===== config.mk =====
export PLATFORM = sky130hd
export DESIGN_NAME = gcd_host_driver
export DESIGN_NICKNAME = d
export VERILOG_FILES = /design/src/rtl/gcd_host_driver_pkg.sv /design/src/rtl/gcd_golden.sv /design/src/rtl/gcd_host_driver.sv
export SDC_FILE = /design/constraint.sdc
export NUM_CORES = 1
export LEC_CHECK = 0
export ABC_AREA = 1
export BUFFER_PORTS_ARGS = -buffer_cell sky130_fd_sc_hd__buf_2
export CAP_MARGIN = 0
export CELL_PAD_IN_SITES_DETAIL_PLACEMENT = 0
export CELL_PAD_IN_SITES_GLOBAL_PLACEMENT = 1
export CORE_MARGIN = 2
export CORE_UTILIZATION = 43
export CTS_CLUSTER_DIAMETER = 30
export DETAILED_ROUTE_END_ITERATION = 16
export GPL_TIMING_DRIVEN = 0
export HOLD_SLACK_MARGIN = 0.06
export PLACE_DENSITY = 0.79
export SETUP_SLACK_MARGIN = 0.1
export SYNTH_ARGS = -nofsm -noshare
export SYNTH_HDL_FRONTEND = slang
export SYNTH_SLANG_ARGS = --single-unit

===== constraint.sdc =====
create_clock -name clock -period 3 [get_ports clock]
set_clock_uncertainty 0.15 [all_clocks]
set_input_delay 0.3 -clock clock [delete_from_list [all_inputs] [get_ports clock]]
set_output_delay 0.3 -clock clock [all_outputs]
set_load 0.1 [all_outputs]

===== src/rtl/gcd_host_driver_pkg.sv =====
`default_nettype none
// ============================================================================
// Module      : gcd_host_driver_pkg
// Description : Shared types and constants for the GCD host driver and its
//               golden reference engine. Holds the controller state encoding,
//               the operand/result width, the status counter width and a
//               saturating increment helper.
// Revision    : 1.0  initial release
// ============================================================================
package gcd_host_driver_pkg;

  localparam int DATA_W = 8;  // operand / result width
  localparam int CNT_W  = 8;  // run / error counter width

  typedef enum logic [3:0] {
    ST_IDLE       = 4'd0,
    ST_RESET_PROC = 4'd1,
    ST_SETUP      = 4'd2,
    ST_ENTER_X    = 4'd3,
    ST_GAP        = 4'd4,
    ST_ENTER_Y    = 4'd5,
    ST_WAIT_HALT  = 4'd6,
    ST_CHECK      = 4'd7,
    ST_DONE       = 4'd8
  } state_e;

  // Counter increment that sticks at all-ones instead of wrapping.
  function automatic logic [CNT_W-1:0] sat_inc(input logic [CNT_W-1:0] v);
    return (v == {CNT_W{1'b1}}) ? v : v + CNT_W'(1);
  endfunction

endpackage
`default_nettype wire


===== src/rtl/gcd_golden.sv =====
`default_nettype none
// ============================================================================
// Module      : gcd_golden
// Description : Subtractive GCD reference engine. On load the operands are
//               captured; each following cycle the larger operand is replaced
//               by the difference until both are equal.
// Ports       : clock        - system clock
//               reset        - asynchronous active-low reset
//               load         - capture a/b and restart the computation
//               a, b         - operands (must be non-zero to terminate)
//               value        - current result (valid when golden_done)
//               golden_done  - operands equal, value is the GCD
// Revision    : 1.0  initial release
// ============================================================================
module gcd_golden
  import gcd_host_driver_pkg::*;
(
  input  logic              clock,
  input  logic              reset,
  input  logic              load,
  input  logic [DATA_W-1:0] a,
  input  logic [DATA_W-1:0] b,
  output logic [DATA_W-1:0] value,
  output logic              golden_done
);

  logic [DATA_W-1:0] x_q, x_d;
  logic [DATA_W-1:0] y_q, y_d;

  always_comb begin
    x_d = x_q;
    y_d = y_q;
    if (load) begin
      x_d = a;
      y_d = b;
    end else if (x_q > y_q) begin
      x_d = x_q - y_q;
    end else if (y_q > x_q) begin
      y_d = y_q - x_q;
    end
  end

  always_ff @(posedge clock or negedge reset) begin
    if (!reset) begin
      x_q <= '0;
      y_q <= '0;
    end else begin
      x_q <= x_d;
      y_q <= y_d;
    end
  end

  assign value = x_q;
  // A load in flight means the registers still hold the previous pair.
  assign golden_done = (x_q == y_q) && !load;

endmodule
`default_nettype wire


===== src/rtl/gcd_host_driver.sv =====
`default_nettype none
// ============================================================================
// Module      : gcd_host_driver
// Description : Hardware host for the Processor operand handshake. On start it
//               resets the Processor, strobes X then Y onto Minput, waits for
//               Halt, captures Moutput and compares it with a locally computed
//               GCD. Keeps saturating run and error counters.
// Ports       : clock, reset(active-low async)
//               start, X, Y           - run request and operands
//               Halt, Moutput         - Processor status / result
//               proc_reset, Enter, Minput - Processor control (registered)
//               busy, done, result, expected, mismatch, timeout, invalid,
//               run_count, error_count - run status (registered)
// Revision    : 1.0  initial release
// ============================================================================
module gcd_host_driver
  import gcd_host_driver_pkg::*;
#(
  parameter int SETUP_CYCLES   = 4,
  parameter int GAP_CYCLES     = 7,
  parameter int TIMEOUT_CYCLES = 1024
) (
  input  logic              clock,
  input  logic              reset,
  input  logic              start,
  input  logic [DATA_W-1:0] X,
  input  logic [DATA_W-1:0] Y,
  input  logic              Halt,
  input  logic [DATA_W-1:0] Moutput,
  output logic              proc_reset,
  output logic              Enter,
  output logic [DATA_W-1:0] Minput,
  output logic              busy,
  output logic              done,
  output logic [DATA_W-1:0] result,
  output logic [DATA_W-1:0] expected,
  output logic              mismatch,
  output logic              timeout,
  output logic              invalid,
  output logic [CNT_W-1:0]  run_count,
  output logic [CNT_W-1:0]  error_count
);

  localparam int WAIT_W = $clog2(TIMEOUT_CYCLES + 1);
  localparam logic [WAIT_W-1:0] SETUP_LAST   = WAIT_W'(SETUP_CYCLES - 1);
  localparam logic [WAIT_W-1:0] GAP_LAST     = WAIT_W'(GAP_CYCLES - 1);
  localparam logic [WAIT_W-1:0] TIMEOUT_LAST = WAIT_W'(TIMEOUT_CYCLES - 1);

  state_e            state_q, state_d;
  logic [WAIT_W-1:0] wait_q, wait_d;
  logic [DATA_W-1:0] x_q, x_d, y_q, y_d;
  logic              proc_reset_q, proc_reset_d;
  logic              enter_q, enter_d;
  logic [DATA_W-1:0] minput_q, minput_d;
  logic              busy_q, busy_d;
  logic              done_q, done_d;
  logic [DATA_W-1:0] result_q, result_d;
  logic [DATA_W-1:0] expected_q, expected_d;
  logic              mismatch_q, mismatch_d;
  logic              timeout_q, timeout_d;
  logic              invalid_q, invalid_d;
  logic [CNT_W-1:0]  run_count_q, run_count_d;
  logic [CNT_W-1:0]  error_count_q, error_count_d;

  logic              golden_load;
  logic [DATA_W-1:0] golden_value;
  logic              golden_done;

  gcd_golden u_golden (
    .clock       (clock),
    .reset       (reset),
    .load        (golden_load),
    .a           (X),
    .b           (Y),
    .value       (golden_value),
    .golden_done (golden_done)
  );

  // Next-state and next-output logic. Every output flop is loaded with the
  // value belonging to the state being entered, so outputs line up with
  // state_q without a combinational path to the pins.
  always_comb begin
    state_d       = state_q;
    wait_d        = wait_q;
    x_d           = x_q;
    y_d           = y_q;
    proc_reset_d  = 1'b1;
    enter_d       = 1'b0;
    minput_d      = minput_q;
    done_d        = 1'b0;
    result_d      = result_q;
    expected_d    = expected_q;
    mismatch_d    = mismatch_q;
    timeout_d     = timeout_q;
    invalid_d     = invalid_q;
    run_count_d   = run_count_q;
    error_count_d = error_count_q;
    golden_load   = 1'b0;

    case (state_q)
      ST_IDLE: begin
        if (start) begin
          result_d   = '0;
          expected_d = '0;
          timeout_d  = 1'b0;
          if ((X != '0) && (Y != '0)) begin
            x_d          = X;
            y_d          = Y;
            golden_load  = 1'b1;
            run_count_d  = sat_inc(run_count_q);
            mismatch_d   = 1'b0;
            invalid_d    = 1'b0;
            proc_reset_d = 1'b0;
            state_d      = ST_RESET_PROC;
          end else begin
            // Zero operand would never terminate the subtractive GCD.
            invalid_d     = 1'b1;
            mismatch_d    = 1'b1;
            error_count_d = sat_inc(error_count_q);
            done_d        = 1'b1;
          end
        end
      end
      ST_RESET_PROC: begin
        wait_d  = '0;
        state_d = ST_SETUP;
      end
      ST_SETUP: begin
        if (wait_q == SETUP_LAST) begin
          enter_d  = 1'b1;
          minput_d = x_q;
          state_d  = ST_ENTER_X;
        end else begin
          wait_d = wait_q + WAIT_W'(1);
        end
      end
      ST_ENTER_X: begin
        wait_d  = '0;
        state_d = ST_GAP;
      end
      ST_GAP: begin
        if (wait_q == GAP_LAST) begin
          enter_d  = 1'b1;
          minput_d = y_q;
          state_d  = ST_ENTER_Y;
        end else begin
          wait_d = wait_q + WAIT_W'(1);
        end
      end
      ST_ENTER_Y: begin
        wait_d  = '0;
        state_d = ST_WAIT_HALT;
      end
      ST_WAIT_HALT: begin
        if (Halt) begin
          result_d = Moutput;
          state_d  = ST_CHECK;
        end else if (wait_q == TIMEOUT_LAST) begin
          timeout_d     = 1'b1;
          mismatch_d    = 1'b1;
          error_count_d = sat_inc(error_count_q);
          done_d        = 1'b1;
          state_d       = ST_DONE;
        end else begin
          wait_d = wait_q + WAIT_W'(1);
        end
      end
      ST_CHECK: begin
        if (golden_done) begin
          expected_d = golden_value;
          mismatch_d = (result_q != golden_value);
          if (result_q != golden_value) begin
            error_count_d = sat_inc(error_count_q);
          end
          done_d  = 1'b1;
          state_d = ST_DONE;
        end
      end
      ST_DONE: begin
        state_d = ST_IDLE;
      end
      default: begin
        state_d = ST_IDLE;
      end
    endcase

    busy_d = (state_d != ST_IDLE);
  end

  always_ff @(posedge clock or negedge reset) begin
    if (!reset) begin
      state_q       <= ST_IDLE;
      wait_q        <= '0;
      x_q           <= '0;
      y_q           <= '0;
      proc_reset_q  <= 1'b1;
      enter_q       <= 1'b0;
      minput_q      <= '0;
      busy_q        <= 1'b0;
      done_q        <= 1'b0;
      result_q      <= '0;
      expected_q    <= '0;
      mismatch_q    <= 1'b0;
      timeout_q     <= 1'b0;
      invalid_q     <= 1'b0;
      run_count_q   <= '0;
      error_count_q <= '0;
    end else begin
      state_q       <= state_d;
      wait_q        <= wait_d;
      x_q           <= x_d;
      y_q           <= y_d;
      proc_reset_q  <= proc_reset_d;
      enter_q       <= enter_d;
      minput_q      <= minput_d;
      busy_q        <= busy_d;
      done_q        <= done_d;
      result_q      <= result_d;
      expected_q    <= expected_d;
      mismatch_q    <= mismatch_d;
      timeout_q     <= timeout_d;
      invalid_q     <= invalid_d;
      run_count_q   <= run_count_d;
      error_count_q <= error_count_d;
    end
  end

  assign proc_reset  = proc_reset_q;
  assign Enter       = enter_q;
  assign Minput      = minput_q;
  assign busy        = busy_q;
  assign done        = done_q;
  assign result      = result_q;
  assign expected    = expected_q;
  assign mismatch    = mismatch_q;
  assign timeout     = timeout_q;
  assign invalid     = invalid_q;
  assign run_count   = run_count_q;
  assign error_count = error_count_q;

endmodule
`default_nettype wire

Word level (Yosys, flattened, before mapping)
Index checks and enable logic that the tools add are counted.
{ "op_classes": {"magnitude_cmp": 2, "n_eq_ne": 27, "reduce_logical": 26, "add_sub_neg": 5, "bitwise_logic": 1, "muxes": 55} }
{ "ops": {"columns": ["cell", "count"], "rows": [
  ["8-bit 2-to-1 mux", 17],
  ["8-bit case mux with 2 select lines", 3],
  ["11-bit 2-to-1 mux", 4],
  ["11-bit case mux with 4 select lines", 1],
  ["4-bit case mux with 8 select lines", 1],
  ["4-bit 2-to-1 mux", 7],
  ["2-bit inequality test, second input constant", 12],
  ["8-bit case mux with 3 select lines", 1],
  ["1-bit 2-to-1 mux", 17],
  ["8-bit by 1-bit adder with 8-bit output, second input constant", 2],
  ["4-bit by 3-bit equality test with 1-bit output, second input constant", 4],
  ["8-bit equality test, second input constant", 2],
  ["8-bit greater-than comparator", 2],
  ["8-bit nonzero test", 2],
  ["8-bit subtractor", 2],
  ["3-bit AND reduction", 4],
  ["11-bit by 1-bit adder with 11-bit output, second input constant", 1],
  ["11-bit by 10-bit equality test with 1-bit output, second input constant", 1],
  ["11-bit by 2-bit equality test with 1-bit output, second input constant", 1],
  ["11-bit by 3-bit equality test with 1-bit output, second input constant", 1],
  ["5-bit AND reduction", 2],
  ["2-bit nonzero test", 5],
  ["4-bit by 2-bit equality test with 1-bit output, second input constant", 2],
  ["8-bit equality test", 1],
  ["other kinds (15)", 21]
]} }
{ "totals": {"word_cells": 134, "ff_bits": 94, "output_inout_bits": 47} }

Depth between registers and ports, before layout
Gate-level depths: netlist (run 1).
{ "depth": {"ltp_word": 10, "mapped_depth": 12, "mapped_depth_nobuf": 12} }

By module
From an unflattened synthesis (run 1), not the netlist that was laid out.
{ "unflattened": {"cells_unflattened": 774, "area_unflattened_um2": 5651.7} }
{ "by_module_without_submodules": {"columns": ["mod", "seq_area_each_um2", "cells_each", "area_per_inst_um2", "instances"], "rows": [
  ["gcd_host_driver", 1953.1, 527, 4066.4, 1],
  ["gcd_golden", 400.4, 247, 1585.3, 1]
]} }

Least setup slack after synthesis (run 1)
No wires, ideal clock.
{ "synth_path": {"path_kind": "register -> register", "from": "reg run_count_q[1] (netlist: run_count[1])", "to": "reg run_count_q[4] (netlist: run_count[4])", "required_ns": 2.688, "slack_ns": 0.500, "arrival_ns": 2.188, "stages_incl_launch_ff": 8, "setup_time_ns": 0.162, "path_cell_list": "dfrtp_1 -> ha_1 -> nand3_1 -> nor3b_1 -> nand3_1 -> nand2_4 -> nor2_1 -> xor2_1"} }
{ "synth_between": {"elab_chain_len": 3, "elab_cells_between_ends": 4} }
{ "synth_rtl": {"columns": ["element", "line_no", "source"], "rows": [
  ["start, declared", "gcd_host_driver.sv:62", "logic [CNT_W-1:0] run_count_q, run_count_d;"],
  ["start signal, assigned", "gcd_host_driver.sv:223", "run_count_q <= run_count_d;"],
  ["branches (longest 3 deep; another with 8-bit by 1-bit adder with 8-bit output)", null, null]
]} }
Parallel ways; which one is timed is not known.
A chain may end at the register's enable or synchronous reset.

Worst setup path after layout (run 1)
{ "layout_path": {"from": "reg u_golden.x_q[0] (netlist: u_golden.value[0])", "to": "reg u_golden.y_q[6]"} }
{ "layout_between": {"elab_chain_len": 4, "elab_cells_between_ends": 9} }
{ "layout_rtl": {"columns": ["element", "line_no", "source"], "rows": [
  ["start, declared", "gcd_golden.sv:27", "logic [DATA_W-1:0] x_q, x_d;"],
  ["start signal, assigned", "gcd_golden.sv:45", "x_q <= '0;"],
  ["start signal, assigned", "gcd_golden.sv:48", "x_q <= x_d;"],
  ["8-bit subtractor", "gcd_golden.sv:39", "y_d = y_q - x_q;"],
  ["8-bit 2-to-1 mux", "gcd_golden.sv:38", "end else if (y_q > x_q) begin"],
  ["8-bit 2-to-1 mux", "gcd_golden.sv:36", "end else if (x_q > y_q) begin"],
  ["8-bit 2-to-1 mux", "gcd_golden.sv:33", "if (load) begin"],
  ["end signal, assigned", "gcd_golden.sv:49", "y_q <= y_d;"],
  ["end, declared", "gcd_golden.sv:28", "logic [DATA_W-1:0] y_q, y_d;"]
]} }
Several ways; a longest one is shown, not always the timed one. The select of a mux whose other input is x is not followed.

==> flow_summary.toml, run 1 <==
[die]
start_util_pct = 44.44
ioPinCount = 75
die_h_um = 116.1
die_w_um = 116.1
rows = 40
floorplan.die_area_mm2 = 0.01348
design.core.area_mm2 = 0.01216

[synthesis]
ys_seq_area_share_pct = 43.54
ys_seq_elements = 94
syn_nets = 747
yosys_warnings = 0
avgSynthCellArea_um2 = 7.755
synth_edf_count = 0
syn_inst = 697
ys.flop_type = "dfrtp_1"
yosysUniqueCellTypes = 42
async_reset_ff_share_pct = 100.0
synth_area_mm2 = 0.005405

[grt]
first_global_vias = 4713
grt_max_degree = 50
overflow = 0
grt_pass1_wl_um = 23280
track_usage_pct = 22.19
antenna_found_initial = 0

[timing]
max_freq_mhz = 392.5
setup_violations = 0
worst_pin_slew_ns = 0.6319
report.final.slew_viol_count = 0
fin_setup_tns_ns = 0
hold_violations = 0
min_period_ns = 2.548
fin_hold_ws_ns = 0.07682
fin_crit_sh_pct = 84.93
timing.slew.headroom_pct = 57.87
rsz0062_at_grt = "no"

[critical_path]
worstSetupStartpointType = "register"
reg2reg_depth = 10
r2r_end = "u_golden.y_q[6]"
crit_fanout = 9
crit_start = "u_golden.value[0]"
required_ns = 3.09
crit_arrival_ns = 2.64
crit_type = "register to register"
endpoint = "u_golden.y_q[6]"
r2r_start = "u_golden.value[0]"
endpoint_kind = "register"
rrSetupSlack_ns = 0.45

[routing]
post-route-drc-count = 0
vias_per_cell = 5.005
first_pass_iters = 7
route.detailed.wl_per_inst_um = 14.40
finalWirelength_um = 13900
dr_total_vias = 4830
drt_iter0_drc = 289
ant_nets = 0

[run]
max_cap_violations = 0

[layout]
drive_gt1_share_pct = 16.06
synthToLayoutAreaGrowth_pct = 19.19
mostFrequentLayoutCell = "nand2_1"
final_area_mm2 = 0.006442
nets = 842
antennaDiodeCount = 0
final_cell_mix = "226 x nand2_1, 93 x dfrtp_1, 77 x buf_2"
fillers = 1232
utilization_pct = 52.97

[clock_tree]
cts_tree = "yes"
htreeDepth = 3
cts_inserted_buffers = 9
insertion_delay_ns = 0.36
cts_resized = 0
path_clk_slew_ns = 0.07
clock_path_buffers = 2
cts_root_buf = "clkbuf_16"
cts_sinks = 94

[placement]
dp_hpwl_um = 10490
postPlaceCellArea_mm2 = 0.006011
port_buffers = 73
gp_congestion = 0.8682

[hold_path]
hold_path_class = "input pin to register"

[status]
run_status = "finished, final reports clean"
-- stage by stage --
| step | cells | setup WS (ns) |
|---|---|---|
| 4_1_cts | 965 | 0.4656 |
| 3_5_place_dp | 939 | 0.4804 |
| 6_report | 965 | 0.4522 |
| 5_1_grt | 965 | 0.2999 |
| 3_3_place_gp | 938 | 0.4559 |
| 2_1_floorplan | 697 | 0.4996 |
-- layout make-up --
class                           count  area, µm²  share of cell area, %
Buffer                             18      120.1                  1.864
Clock buffer                       10      239.0                  3.709
Clock inverter                      6      92.59                  1.437
Inverter                           74      279.0                  4.331
Multi-Input combinational cell    511       2653                  41.17
Sequential cell                    94       2354                  36.53
Tap cell                          168      210.2                  3.263
Timing Repair Buffer               84      495.5                  7.691
-- metal layers --
layer  up-vias  GRT usage (%)  wire (µm)
met4         0          7.222        204
met1      2288          30.69       6850
li1       2421              -          -
met5         -              0          0
met3        16          3.788        526
met2       105          35.75       6319
-- synth_stat cells, drive strengths merged, types with 3 or more instances --
master	instances	share of area [%]
clkbuf	6	0.44
ha	20	4.6
xnor2	11	1.8
dfrtp	93	43
a21oi	17	1.6
nor2	47	4.0
nand3	67	6.6
xor2	19	3.1
nand4	3	0.35
nand2	234	17
buf	12	1.8
inv	73	5.1
nor3	5	0.46
o21ai	74	7.0
-- sequential cells by signal, indices dropped and copies added (netlist names) --
| register | flops |
|---|---|
| mismatch | 1 |
| y_q | 8 |
| x_q | 8 |
| done | 1 |
| state_q | 4 |
| expected | 8 |
| result | 8 |
| u_golden.y_q | 8 |
| Minput | 8 |
| invalid | 1 |
| wait_q | 11 |
| error_count | 8 |
| proc_reset | 1 |
| u_golden.value | 8 |
| busy | 1 |
| timeout | 1 |
| Enter | 1 |
| run_count | 8 |
-- repair_timing --
action	CTS	global route
setup buffers	0	0
hold buffers	10	0
endpoints found under the setup margin	0	0
endpoints found under the hold margin	53	0
-- critical path, cell delays in order (launching register included) --
cell and delay [ns]:
dfrtp_1 0.40, inv_1 0.10, ha_1 0.23, fa_1 0.43, o21ai_1 0.28, and2_1 0.21
nor2_1 0.06, nand3_2 0.23, nand2_2 0.20, nand2_1 0.11, nand2_1 0.05
-- worst min path at each step --
stage	cells past startpoint	slack, ns	end	startpoint
6_report	3	0.08	y_q[2]	Y[2]
5_1_grt	3	0.08	y_q[2]	Y[2]
4_1_cts	3	0.06	y_q[1]	Y[1]
3_5_place_dp	1	0.21	wait_q[5]	reset
3_3_place_gp	2	0.31	y_q[2]	y_q[2]
2_1_floorplan	0	-0.15	Enter	reset
-- cell families (layout without fill, tap and decap cells) --
group / after synthesis / in the layout / share of synthesized area (%)
multiplexers: 2 / 2 / 0.3704
XOR/XNOR: 30 / 30 / 4.861
adder cells (fa/ha/maj): 22 / 22 / 5.370
AO/OA/AOI/OAI: 96 / 96 / 9.584
AND/OR/NAND/NOR: 361 / 361 / 28.89
buffers and inverters: 92 / 192 / 7.384
flip-flops: 94 / 94 / 43.54
Power of run 1 is not shown: default switching activity piles up to over one toggle a cycle in this logic, so the estimate is an artifact.
==> run 2, diff against run 1 <==
Settings changed: ABC_AREA 1 to 0, CORE_UTILIZATION 43 to 44, PLACE_DENSITY 0.79 to 0.78.
Clock period 3 ns to 2.5 ns, I/O delays scaled along.
==> run 2 against run 1 <==
- the flow now finishes with violations (setup timing)
- area after synthesis shrank 4.9%
- non-clock buffer count grew 59
- wire length grew 0.14%
- via count shrank 6.9%
- synthesized cell count shrank 22%
- first-iteration DRC count shrank 12%
==> flow_summary.toml, run 2 <==
[routing]
first_pass_iters = 4
route.met3.wl_um = 436
wl_met2_um = 7014
finalWirelength_um = 13920
route.detailed.wl_per_inst_um = 16.57
dr_total_vias = 4499
drt_iter0_drc = 253
vias_per_cell = 5.356
ant_nets = 0
post-route-drc-count = 0
wl_met1_um = 6178
highest_layer = "met4"

[grt]
overflow = 0
grt_pass1_wl_um = 22400
grt_max_degree = 51
first_global_vias = 4503
antenna_found_initial = 0
track_usage_pct = 22.42

[die]
ioPinCount = 75
die_h_um = 112.1
floorplan.die_area_mm2 = 0.01257
rows = 39
start_util_pct = 45.03
die_w_um = 112.1
design.core.area_mm2 = 0.01142

[clock_tree]
insertion_delay_ns = 0.35
clock_path_buffers = 2
cts_sinks = 94
cts_inserted_buffers = 9
path_clk_slew_ns = 0.07
cts_tree = "yes"
cts_root_buf = "clkbuf_16"
htreeDepth = 3

[critical_path]
endpoint_kind = "register"
reg2reg_depth = 9
crit_type = "register to register"
crit_fanout = 6
crit_arrival_ns = 2.68
worstSetupStartpointType = "register"
required_ns = 2.63

[synthesis]
yosysUniqueCellTypes = 66
synth_common_cells = "93 x dfrtp_1, 90 x nand2_1, 39 x nor2_1"
ys_seq_area_share_pct = 45.78
synth_area_mm2 = 0.005141
synth_top_area_cell = "dfrtp_1"
synth_edf_count = 0
syn_inst = 542
syn_nets = 592
synth_area_leaders = "dfrtp_1 45%, nand2_1 6.6%, xor2_1 4.9%"
yosysMostFrequentCell = "dfrtp_1"
yosys_warnings = 0
async_reset_ff_share_pct = 100.0
avgSynthCellArea_um2 = 9.486
ys.flop_type = "dfrtp_1"
yosysTopAreaCellShare_pct = 45.27
ys_seq_elements = 94

[timing]
fin_crit_sh_pct = 102.1
worst_pin_slew_ns = 0.6677
hold_violations = 0
report.final.slew_viol_count = 0
timing.slew.headroom_pct = 55.48
min_period_ns = 2.552
max_freq_mhz = 391.9
setup_violations = 5
fin_ws_ns = -0.05158
rsz0062_at_grt = "yes"
fin_setup_tns_ns = -0.1462

[layout]
final_area_mm2 = 0.006945
utilization_pct = 60.83
mostFrequentLayoutCell = "nand2_1"
antennaDiodeCount = 0
synthToLayoutAreaGrowth_pct = 35.09
final_cell_mix = "90 x nand2_1, 81 x dfrtp_1, 79 x buf_2"
fillers = 1013
largest_register_ffs = 11
nets = 742
top_register = "wait_q"
drive_gt1_share_pct = 32.14

[placement]
postPlaceCellArea_mm2 = 0.005761
pre_cts_slack_ns = -0.3519
dp_hpwl_um = 9666
gp_congestion = 0.8950
port_buffers = 74

[hold_path]
hold_path_class = "input pin to register"
min_path_cells = 4

[status]
run_status = "complete, but fails checks"
violations = "setup timing"

[run]
max_cap_violations = 0
run 2: cell count changes after synthesis, moves of 8 or more:
cell     before  now
nand2_1     226   90
inv_1        72   23
o21ai_0      54   17
nand3_1      64   34
xor2_1       19   29
o31ai_1       0    9
mux2i_1       2   10
nor4_1        0    8
run 2: logic make-up (layout without fill, tap and decap cells):
kind of cell	after synthesis	in the layout	synth area share, %
adder cells (fa/ha/maj)	22	22	5.646
XOR/XNOR	39	39	6.644
AND/OR/NAND/NOR	231	231	22.68
AO/OA/AOI/OAI	92	92	12.05
multiplexers	16	16	3.261
buffers and inverters	48	203	3.942
flip-flops	94	94	45.78
run 2: through the flow:
step / hold WS (ns) / std cells
detailed placement: 0.1370 / 760
global route: 0.3191 / 840
CTS: 0.2525 / 831
floorplan: -0.1956 / 542
global placement: 0.3097 / 759
finish: 0.2746 / 840
run 2: worst paths after layout:
| path | end | startpoint | slack [ns] |
|---|---|---|---|
| worst max register to register | u_golden.y_q[1] | u_golden.value[0] | -0.05 |
| worst min-delay path | invalid | start | 0.27 |
| min in group asynchronous | wait_q[6] | reset | 0.29 |
| worst max-delay path | u_golden.y_q[1] | u_golden.value[0] | -0.05 |
| max in group asynchronous | proc_reset | reset | 1.21 |
| worst min register to register | x_q[6] | x_q[6] | 0.33 |
run 2: final cells by class:
| class | instances | area [µm²] | area share (%) |
|---|---|---|---|
| Clock buffer | 12 | 256.5 | 3.693 |
| Inverter | 26 | 97.59 | 1.405 |
| Clock inverter | 4 | 55.05 | 0.7927 |
| Tap cell | 143 | 178.9 | 2.576 |
| Timing Repair Buffer | 139 | 977.2 | 14.07 |
| Buffer | 22 | 145.1 | 2.090 |
| Sequential cell | 94 | 2369 | 34.10 |
| Multi-Input combinational cell | 400 | 2867 | 41.27 |
run 2: repair_timing:
action                                 4_1_cts  5_1_grt
setup endpoints to repair                   53       66
hold buffers                                26        0
endpoints found under the hold margin       83        0
resized for setup                           46       34
buffers inserted                            29        9
pin swaps                                   19       18
run 2: critical path: stages (launching register included):
cell       delay [ns]
dfrtp_2          0.44
ha_4             0.17
fa_2             0.34
nand2b_4         0.17
o2bb2ai_4        0.12
o21ba_4          0.20
a221oi_4         0.29
buf_6            0.19
mux2_4           0.30
o21ai_2          0.11
run 2: layer usage:
layer	global-route usage [%]	up-vias
li1	-	2174
met1	29.18	2221
met2	37.67	82
met3	3.780	22
met4	8.618	0
met5	0	-
Power of run 2 is left out for the same reason.
==> run 3, diff against run 2 <==
Settings changed: SLEW_MARGIN from default to 25.
Clock period 2.5 ns to 2.36 ns, I/O delays scaled along.
==> run 3 against run 2 <==
- the run still ends with setup timing left
- via count rose by 2.4%
- die area did not move
- highest routed layer unchanged
- first-iteration DRC count fell by 1.6%
- non-clock buffer count rose by 6
- sequential cell count did not move
- sequential share of layout area fell by 0.62 points
- core utilization rose by 1.4 points
- critical endpoint unchanged
- fmax rose by 0.26%
==> flow_summary.toml, run 3 (synthesized netlist as in run 2, its figures left out) <==
[status]
run_status = "complete, but fails checks"
violations = "setup timing"

[timing]
fin_crit_sh_pct = 107.8
worst_pin_slew_ns = 0.8476
setup_violations = 14
fin_ws_ns = -0.1850
rsz0062_at_grt = "yes"
max_freq_mhz = 392.9
report.final.slew_viol_count = 0
min_period_ns = 2.545
hold_violations = 0
timing.slew.headroom_pct = 43.49

[grt]
antenna_found_initial = 0
grt_max_degree = 50
first_global_vias = 4624
grt_pass1_wl_um = 23230
track_usage_pct = 23.27
overflow = 0

[die]
ioPinCount = 75
rows = 39
floorplan.die_area_mm2 = 0.01257
die_w_um = 112.1
die_h_um = 112.1
start_util_pct = 45.03
design.core.area_mm2 = 0.01142

[placement]
dp_hpwl_um = 9696
port_buffers = 74
gp_congestion = 0.9014
postPlaceCellArea_mm2 = 0.005801

[routing]
first_pass_iters = 4
post-route-drc-count = 0
route.detailed.wl_per_inst_um = 17.16
finalWirelength_um = 14480
dr_total_vias = 4609
drt_iter0_drc = 249
ant_nets = 0
vias_per_cell = 5.461

[clock_tree]
cts_tree = "yes"
path_clk_slew_ns = 0.06
htreeDepth = 3
cts_inserted_buffers = 9
cts_root_buf = "clkbuf_16"
cts_sinks = 94
clock_path_buffers = 2
insertion_delay_ns = 0.35

[critical_path]
crit_arrival_ns = 2.68
endpoint = "u_golden.y_q[1]"
endpoint_kind = "register"
crit_type = "register to register"
reg2reg_depth = 9
crit_fanout = 5
rrSetupSlack_ns = -0.18
r2r_start = "u_golden.value[0]"
crit_start = "u_golden.value[0]"
required_ns = 2.49
r2r_end = "u_golden.y_q[1]"
worstSetupStartpointType = "register"

[hold_path]
hold_path_class = "input pin to asynchronous set/reset pin"

[layout]
nets = 748
synthToLayoutAreaGrowth_pct = 38.16
final_cell_mix = "90 x nand2_1, 77 x buf_2, 73 x dfrtp_1"
drive_gt1_share_pct = 35.38
final_area_mm2 = 0.007103
antennaDiodeCount = 0
mostFrequentLayoutCell = "nand2_1"
largest_register_ffs = 11
top_register = "wait_q"

[run]
max_cap_violations = 0
run 3: cell count changes in the layout (fill, tap and decap cells not counted), moves of 4 or more:
cell / previous run / this run
dfrtp_1: 81 / 73
clkbuf_2: 5 / 1
buf_4: 35 / 39
dfrtp_2: 12 / 20
buf_6: 10 / 15
run 3: per-layer routing:
layer | up-vias | GRT usage, % | part of all wire, %
met5 | - | 0 | 0
met2 | 106 | 39.20 | 50
met4 | 0 | 7.805 | 2.2
met1 | 2278 | 30.11 | 44
li1 | 2196 | - | -
met3 | 29 | 4.806 | 4.1
run 3: critical path, stage by stage (launching register included):
cell	delay, ns
dfrtp_2	0.44
ha_4	0.17
fa_2	0.34
nand2b_4	0.17
o2bb2ai_4	0.15
o21ba_4	0.20
a221oi_4	0.26
buf_6	0.18
mux2_4	0.31
o21ai_2	0.10
run 3: area by class of cell:
class	instances	area, µm²
well taps	143	178.9
inverters	26	97.59
plain buffers	22	163.9
clock inverters	1	5.005
clock buffers	13	270.3
flip-flops and latches	94	2379
fillers	966	4315
repair buffers	145	1021
multi-input cells	400	2988
run 3: what timing repair did:
item | 4_1_cts | 5_1_grt
hold endpoints to repair | 87 | 0
pin swaps | 18 | 15
hold buffers | 26 | 0
gates resized for setup | 57 | 54
gates cloned | 0 | 1
buffers inserted | 35 | 8
endpoints found under the setup margin | 73 | 72
run 3: how the worst min path moves through the flow:
stage                           from  cells after the start   endpoint
after floorplan                reset                      0      Enter
after global placement    Moutput[2]                      3  result[2]
after detailed placement       reset                      1  wait_q[4]
after CTS                      reset                      2  wait_q[4]
after global routing           reset                      2  wait_q[4]
final                          reset                      2  wait_q[4]
run 3: through the flow:
step	hold WS, ns	instances	setup TNS (ns)	setup slack, ns	utilization, %
floorplan	-0.2096	542	-0.1977	-0.1303	-
global placement	0.3089	759	-10.69	-0.4450	50.50
detailed placement	0.04099	760	-10.76	-0.4907	50.80
CTS	0.2367	835	-1.569	-0.2187	59.80
global route	0.2681	844	-3.002	-0.2673	62.21
finish	0.2255	844	-1.431	-0.1850	62.21
Power of run 3 is left out for the same reason.
